`config.mk`:
```
export PLATFORM = sky130hd
export DESIGN_NAME = hazard_ctrl
export DESIGN_NICKNAME = d
export VERILOG_FILES = /design/src/rtl/hazard_ctrl.sv
export SDC_FILE = /design/constraint.sdc
export NUM_CORES = 1
export LEC_CHECK = 0
export ABC_AREA = 0
export CAP_MARGIN = 20
export CORE_MARGIN = 2
export CORE_UTILIZATION = 38
export CTS_BUF_LIST = sky130_fd_sc_hd__clkbuf_8
export CTS_CLUSTER_SIZE = 16
export DETAILED_ROUTE_END_ITERATION = 6
export PLACE_DENSITY = 0.65
export SYNTH_ARGS = -nofsm -noshare
export SYNTH_HDL_FRONTEND = slang
export SYNTH_SLANG_ARGS = --single-unit
```
`constraint.sdc`:
```
create_clock -name clk -period 2.4 [get_ports clk]
set_input_delay 0.48 -clock clk [delete_from_list [all_inputs] [get_ports clk]]
set_output_delay 0.48 -clock clk [all_outputs]
set_load 0.005 [all_outputs]
```
`src/rtl/hazard_ctrl.sv`:
```
// Priority-ordered pipeline hazard controller: memory freeze, EX redirect, load-use
// stall and debug halt/drain FSM. Optional perf counters under HAZARD_PERF_CNT_EN.
module hazard_ctrl #(
  parameter int unsigned DRAIN_CYCLES = 3,
  parameter int unsigned MEM_TIMEOUT  = 15
) (
  input  logic       clk,
  input  logic       reset,
  input  logic [4:0] rs1_D,
  input  logic [4:0] rs2_D,
  input  logic       uses_rs1_D,
  input  logic       uses_rs2_D,
  input  logic [4:0] rd_E,
  input  logic       mem_re_E,
  input  logic       redirect_E,
  input  logic       mem_busy_M,
  input  logic       halt_req,
  output logic       pc_write_en,
  output logic       ifid_write_en,
  output logic       ifid_flush,
  output logic       idex_flush,
  output logic       pipe_freeze,
  output logic       halt_ack,
  output logic       mem_timeout_err
`ifdef HAZARD_PERF_CNT_EN
  ,
  output logic [15:0] lu_stall_cnt,
  output logic [15:0] flush_cnt,
  output logic [15:0] freeze_cnt
`endif
);

  typedef enum logic [1:0] {RUN, DRAIN, HALTED} state_t;

  localparam logic [3:0] DRAIN_LOAD  = 4'(DRAIN_CYCLES);
  localparam logic [7:0] TIMEOUT_VAL = 8'(MEM_TIMEOUT);

  state_t     state, state_nxt;
  logic [3:0] drain_cnt, drain_nxt;
  logic [7:0] busy_cnt, busy_nxt;
  logic       lu;

  assign lu = mem_re_E && (rd_E != '0) &&
              ((uses_rs1_D && (rs1_D == rd_E)) || (uses_rs2_D && (rs2_D == rd_E)));

  assign busy_nxt = !mem_busy_M ? '0 :
                    (busy_cnt == '1) ? busy_cnt : busy_cnt + 8'd1;

  always_comb begin
    pc_write_en   = 1'b0;
    ifid_write_en = 1'b0;
    ifid_flush    = 1'b0;
    idex_flush    = 1'b0;
    pipe_freeze   = 1'b0;
    if (mem_busy_M) begin
      pipe_freeze = 1'b1;
    end else if (redirect_E) begin
      pc_write_en   = 1'b1;
      ifid_write_en = 1'b1;
      ifid_flush    = 1'b1;
      idex_flush    = 1'b1;
    end else if (lu) begin
      idex_flush = 1'b1;
    end else if (state == RUN) begin
      pc_write_en   = 1'b1;
      ifid_write_en = 1'b1;
    end else begin
      ifid_write_en = 1'b1;
      ifid_flush    = 1'b1;
    end
    if (reset) begin
      pc_write_en   = 1'b0;
      ifid_write_en = 1'b0;
      ifid_flush    = 1'b0;
      idex_flush    = 1'b0;
      pipe_freeze   = 1'b0;
    end
  end

  // A frozen pipeline holds the FSM in every state; halt_req dropping wins over redirect.
  always_comb begin
    state_nxt = state;
    drain_nxt = drain_cnt;
    if (!mem_busy_M) begin
      unique case (state)
        RUN: begin
          if (halt_req) begin
            state_nxt = DRAIN;
            drain_nxt = DRAIN_LOAD;
          end
        end
        DRAIN: begin
          if (!halt_req) begin
            state_nxt = RUN;
          end else if (redirect_E) begin
            drain_nxt = DRAIN_LOAD;
          end else if (!lu) begin
            drain_nxt = drain_cnt - 4'd1;
            if (drain_cnt == 4'd1) state_nxt = HALTED;
          end
        end
        HALTED: begin
          if (!halt_req) state_nxt = RUN;
        end
        default: state_nxt = RUN;
      endcase
    end
  end

  always_ff @(posedge clk or posedge reset) begin
    if (reset) begin
      state           <= RUN;
      drain_cnt       <= '0;
      busy_cnt        <= '0;
      halt_ack        <= 1'b0;
      mem_timeout_err <= 1'b0;
    end else begin
      state           <= state_nxt;
      drain_cnt       <= drain_nxt;
      busy_cnt        <= busy_nxt;
      halt_ack        <= (state_nxt == HALTED);
      mem_timeout_err <= mem_timeout_err || (busy_nxt == TIMEOUT_VAL);
    end
  end

`ifdef HAZARD_PERF_CNT_EN
  always_ff @(posedge clk or posedge reset) begin
    if (reset) begin
      lu_stall_cnt <= '0;
      flush_cnt    <= '0;
      freeze_cnt   <= '0;
    end else if (state != HALTED) begin
      if (mem_busy_M) begin
        if (freeze_cnt != '1) freeze_cnt <= freeze_cnt + 16'd1;
      end else if (redirect_E) begin
        if (flush_cnt != '1) flush_cnt <= flush_cnt + 16'd1;
      end else if (lu) begin
        if (lu_stall_cnt != '1) lu_stall_cnt <= lu_stall_cnt + 16'd1;
      end
    end
  end
`endif

endmodule

```
# Yosys cells after proc, flatten, opt, wreduce, memory -nomap -nowiden
# Index checks and enable logic that the tools add are counted.
# classes
n_addsub	2
n_eq_ne	11
muxes	35
bitwise_logic	1
n_reduce_logical	10
# ops
operator	count
$mux W1	20
$mux W4	4
$mux W8	2
$mux W2	7
$eq A5 B5 Y1	2
$add A8 B1 Y8 const B	1
$eq A8 B4 Y1 const B	1
$eq A8 B8 Y1 const B	1
$pmux W4 S2	1
$pmux W2 S3	1
$reduce_and A5 Y1	1
$reduce_bool A5 Y1	1
$eq A2 B2 Y1 const B	2
$eq A4 B1 Y1 const B	1
$logic_and A1 B1 Y1	4
$ne A2 B2 Y1 const B	2
$sub A4 B1 Y4 const B	1
$ne A3 B3 Y1 const B	1
$eq A2 B1 Y1 const B	1
$logic_not A2 Y1	1
$logic_or A1 B1 Y1	2
$reduce_bool A2 Y1	1
$not A1 Y1	1
# word_totals
register_bits	16
in_bits	23
out_inout_bits	7
elab_cells	64

# Logic depth before layout (Yosys ltp)
# logic_depth
depth_word	10
depth_mapped	7
ltp_nobuf	6

# Worst setup path before layout
# Ideal clock, no wire load.
# synth_path
path_type	input -> output
from	input rd_E[1]
to	output ifid_flush
t_arrival_ps	1763
required_time_ps	1920
slack_ps	157
cell_stages	5
path_buffers	1
cell_sequence	or4_1 > o21a_1 > and2_4 > buf_6 > o41ai_4
# synth_between
elab_chain_len	8
elab_cells_between_ends	12
cone_classes	2 x eq/ne; 4 x mux; 6 x reduce/logical
# synth_lines
element	line_no	text
from (decl)	13	input logic [4:0] rd_E,
$eq A5 B5 Y1	44	((uses_rs1_D && (rs1_D == rd_E)) || (uses_rs2_D && (rs2_D == rd_E)));
$logic_and A1 B1 Y1	44	
$logic_or A1 B1 Y1	44	
$logic_and A1 B1 Y1 (*)	43	assign lu = mem_re_E && (rd_E != '0) &&
$mux W1 (*)	62	end else if (lu) begin
$mux W1 (*)	57	end else if (redirect_E) begin
$mux W1 (*)	55	if (mem_busy_M) begin
$mux W1 (*)	71	if (reset) begin
to (decl)	20	output logic ifid_flush,
# Every way passes the cells marked *; elsewhere a longest branch is shown, timed or not.

# Final worst setup path
# layout_path
from	input rd_E[3]
to	output ifid_flush
# The elaborated chain is that of the path after synthesis.

==> impl_metrics.ini <==
[run_status]
status = finished clean

[sta]
timing.final.crit_period_ns = 2.33
relSlewSlack_pct = 57.7
rsz0062_at_grt = no
period_share_pct = 97.0
setup-violations-final = 0
tightest_slew_ns = 0.634
hold_viol = 0
skew_ns = 0.00705
maxSlewViolCount = 0
timing.fmax_mhz = 429

[global_route]
grt_pass1_vias = 1044
antenna_found_initial = 0
gr-total-overflow = 0
grt_pass1_wl_mm = 4.51
grt_max_degree = 17
track_usage_pct = 17.1

[synthesis]
synth_edf_count = 0
async_reset_ff_share_pct = 100
synth_most_common_cell = dfrtp_1
synth_compound_area_share_pct = 22.3
ys_seq_area_share_pct = 36.1
ys_ff_latch = 16
synthFlopType = dfrtp_1
netlist-cell-type-count = 37
synthCells = 126
synth_top_area_cell = dfrtp_1
synth.area.mux_share_pct = 2.71
yosysTopAreaCellShare_pct = 36.1
synthTopCellsByArea = dfrtp_1, xnor2_1, nand2_1, ha_1, o31ai_1
syn_avg_cell_area_sq_um = 8.81
synth_top_family_by_area = compound AO/OA/AOI/OAI gates
netlist_area_sq_um = 1110
synthSimpleGateAreaFrac_pct = 21.5
synth_nets = 152
synth.yosys.warnings = 0
synthAdderAreaFrac_pct = 3.38
synth_xor_xnor_area_share_pct = 9.47
synth_common_cells = dfrtp_1, nand2_1, xnor2_1

[detailed_routing]
avgViaCountPerCell = 5.51
drcViolationCount = 0
routed_wl_mm = 2.63
drt_iter0_markers = 86
wl_met1_mm = 1.17
wl_per_cell_um = 13.3
dr_total_vias = 1090
top_layer_used = met4
ant_nets = 0
wl_met2_mm = 1.39
first_pass_iters = 4
met3WireLength_um = 60

[cts]
cts_sinks = 16
cts.htree.levels = 1
cts_inserted_buffers = 3
clk_pin_slew_ns = 0.07
insertion_delay_ns = 0.25
cts_root_buf = clkbuf_8
cts_buffer_depth = 2
cts_tree = done

[floorplanning]
ios = 30
dieHeight_um = 58.0
fp-row-count = 19
start_util_pct = 40.2
die_area_sq_um = 3370
die_w_um = 58.0
core_sq_um = 2760

[placement]
routabilityCongestion = 0.842
placed_cells = 195
port_buffers = 29
hpwl_mm = 2.15

[final_layout]
fin_util_pct = 56.9
area_growth_pct = 41.3
n_antenna_cell = 0
nets = 194
drive_above_1_share_pct = 15.6
instances_no_fill = 198

[power_and_ir_drop]
finalPower_uw = 676
power.density_nw_per_um2 = 431
static-leakage-power_nw = 0.748
ir_drop_mv = 0.385

[worst_hold_path]
hold_start = mem_timeout_err$_DFF_PP0_
holdPathStages = 2
min_to = mem_timeout_err$_DFF_PP0_
hp-class = register to register

[flow_run]
cap_violations = 0

[setup_path]
path_max_fanout = 5
end_kind = primary output
regToRegStartpoint = busy_cnt[0]$_DFF_PP0_
critPathArrivalTime_ns = 1.85
required_ns = 1.92
reg2reg_setup_slack_ns = 0.32
r2r-end = mem_timeout_err$_DFF_PP0_
critPathLaunchType = input pin
worstSetupPathType = input pin to primary output
r2r_cells = 6
## worst max-delay path: stages
cell and delay, ns:
clkdlybuf4s15_1 0.17, or4_1 0.47, o21a_1 0.19, and2_4 0.18, o41ai_4 0.19, buf_2 0.16
## routing by layer
metal,track usage (%),vias to the layer above
li1,-,545
met1,21.4,532
met2,29.5,11
met3,4.02,2
met4,4.32,0
met5,0,-
## logic make-up (layout without fill, tap and decap cells)
logic type | after synthesis | count (layout)
compound gates | 35 | 35
xor+xnor | 12 | 12
fa+ha+maj | 3 | 3
buf+inv | 11 | 52
flops | 16 | 16
mux | 3 | 3
simple gates | 46 | 46
## registers in the layout (all words and copies together) (netlist names)
name             flops
mem_timeout_err      1
state                2
halt_ack             1
drain_cnt            4
busy_cnt             8
## where the power goes
part	internal (mW)	switching (mW)
Sequential	0.279	0.0126
Clock	0.146	0.0973
Combinational	0.0793	0.0614
## final cells by class
cell class,instances,area (sq um)
repair buffers,41,370
multi-input cells,99,677
clock buffers,4,55.1
flip-flops and latches,16,400
inverters,7,26.3
well taps,31,38.8
fillers,249,1190
## placed cells by master, fill, tap and decap left out, types with 3 or more instances in the layout
master	n
buf_2	5
nand4_1	4
buf_4	12
nor3b_1	3
o31ai_1	5
nand2_1	11
nand3_1	5
clkdlybuf4s50_1	13
mux2i_1	3
a21oi_1	4
nor2_1	9
dlymetal6s2s_1	7
xnor2_1	10
and3_1	3
ha_1	3
inv_1	7
o21ai_0	7
a31oi_1	5
dfrtp_1	16
clkbuf_8	4
## how the worst max path moves through the flow
stage                     cells after the start      from             to
after global placement                        6   rd_E[1]     ifid_flush
after CTS                                     8  rs2_D[4]     idex_flush
after floorplan                               5   rd_E[1]     ifid_flush
final                                         6   rd_E[3]     ifid_flush
after global routing                          6   rd_E[3]  ifid_write_en
after detailed placement                      6   rd_E[1]     ifid_flush
## metrics by stage
stage                     area (sq um)  hold slack (ns)  worst slack (ns)  setup TNS, ns
after floorplan                   1110            0.394             0.157              0
after global placement            1510            0.457            -0.687          -2.47
after detailed placement          1510            0.471            -0.707          -2.55
after CTS                         1550            0.486           0.00573              0
after global routing              1570            0.546           0.00633              0
final                             1570            0.492            0.0710              0
## what timing repair did
item,CTS,global route
resized for setup,28,9
pin swaps,4,12
setup endpoints to repair,4,3
gates cloned,0,0
setup buffers,0,0
hold buffers,0,0
No activity file was read; power rests on OpenSTA's default activity.
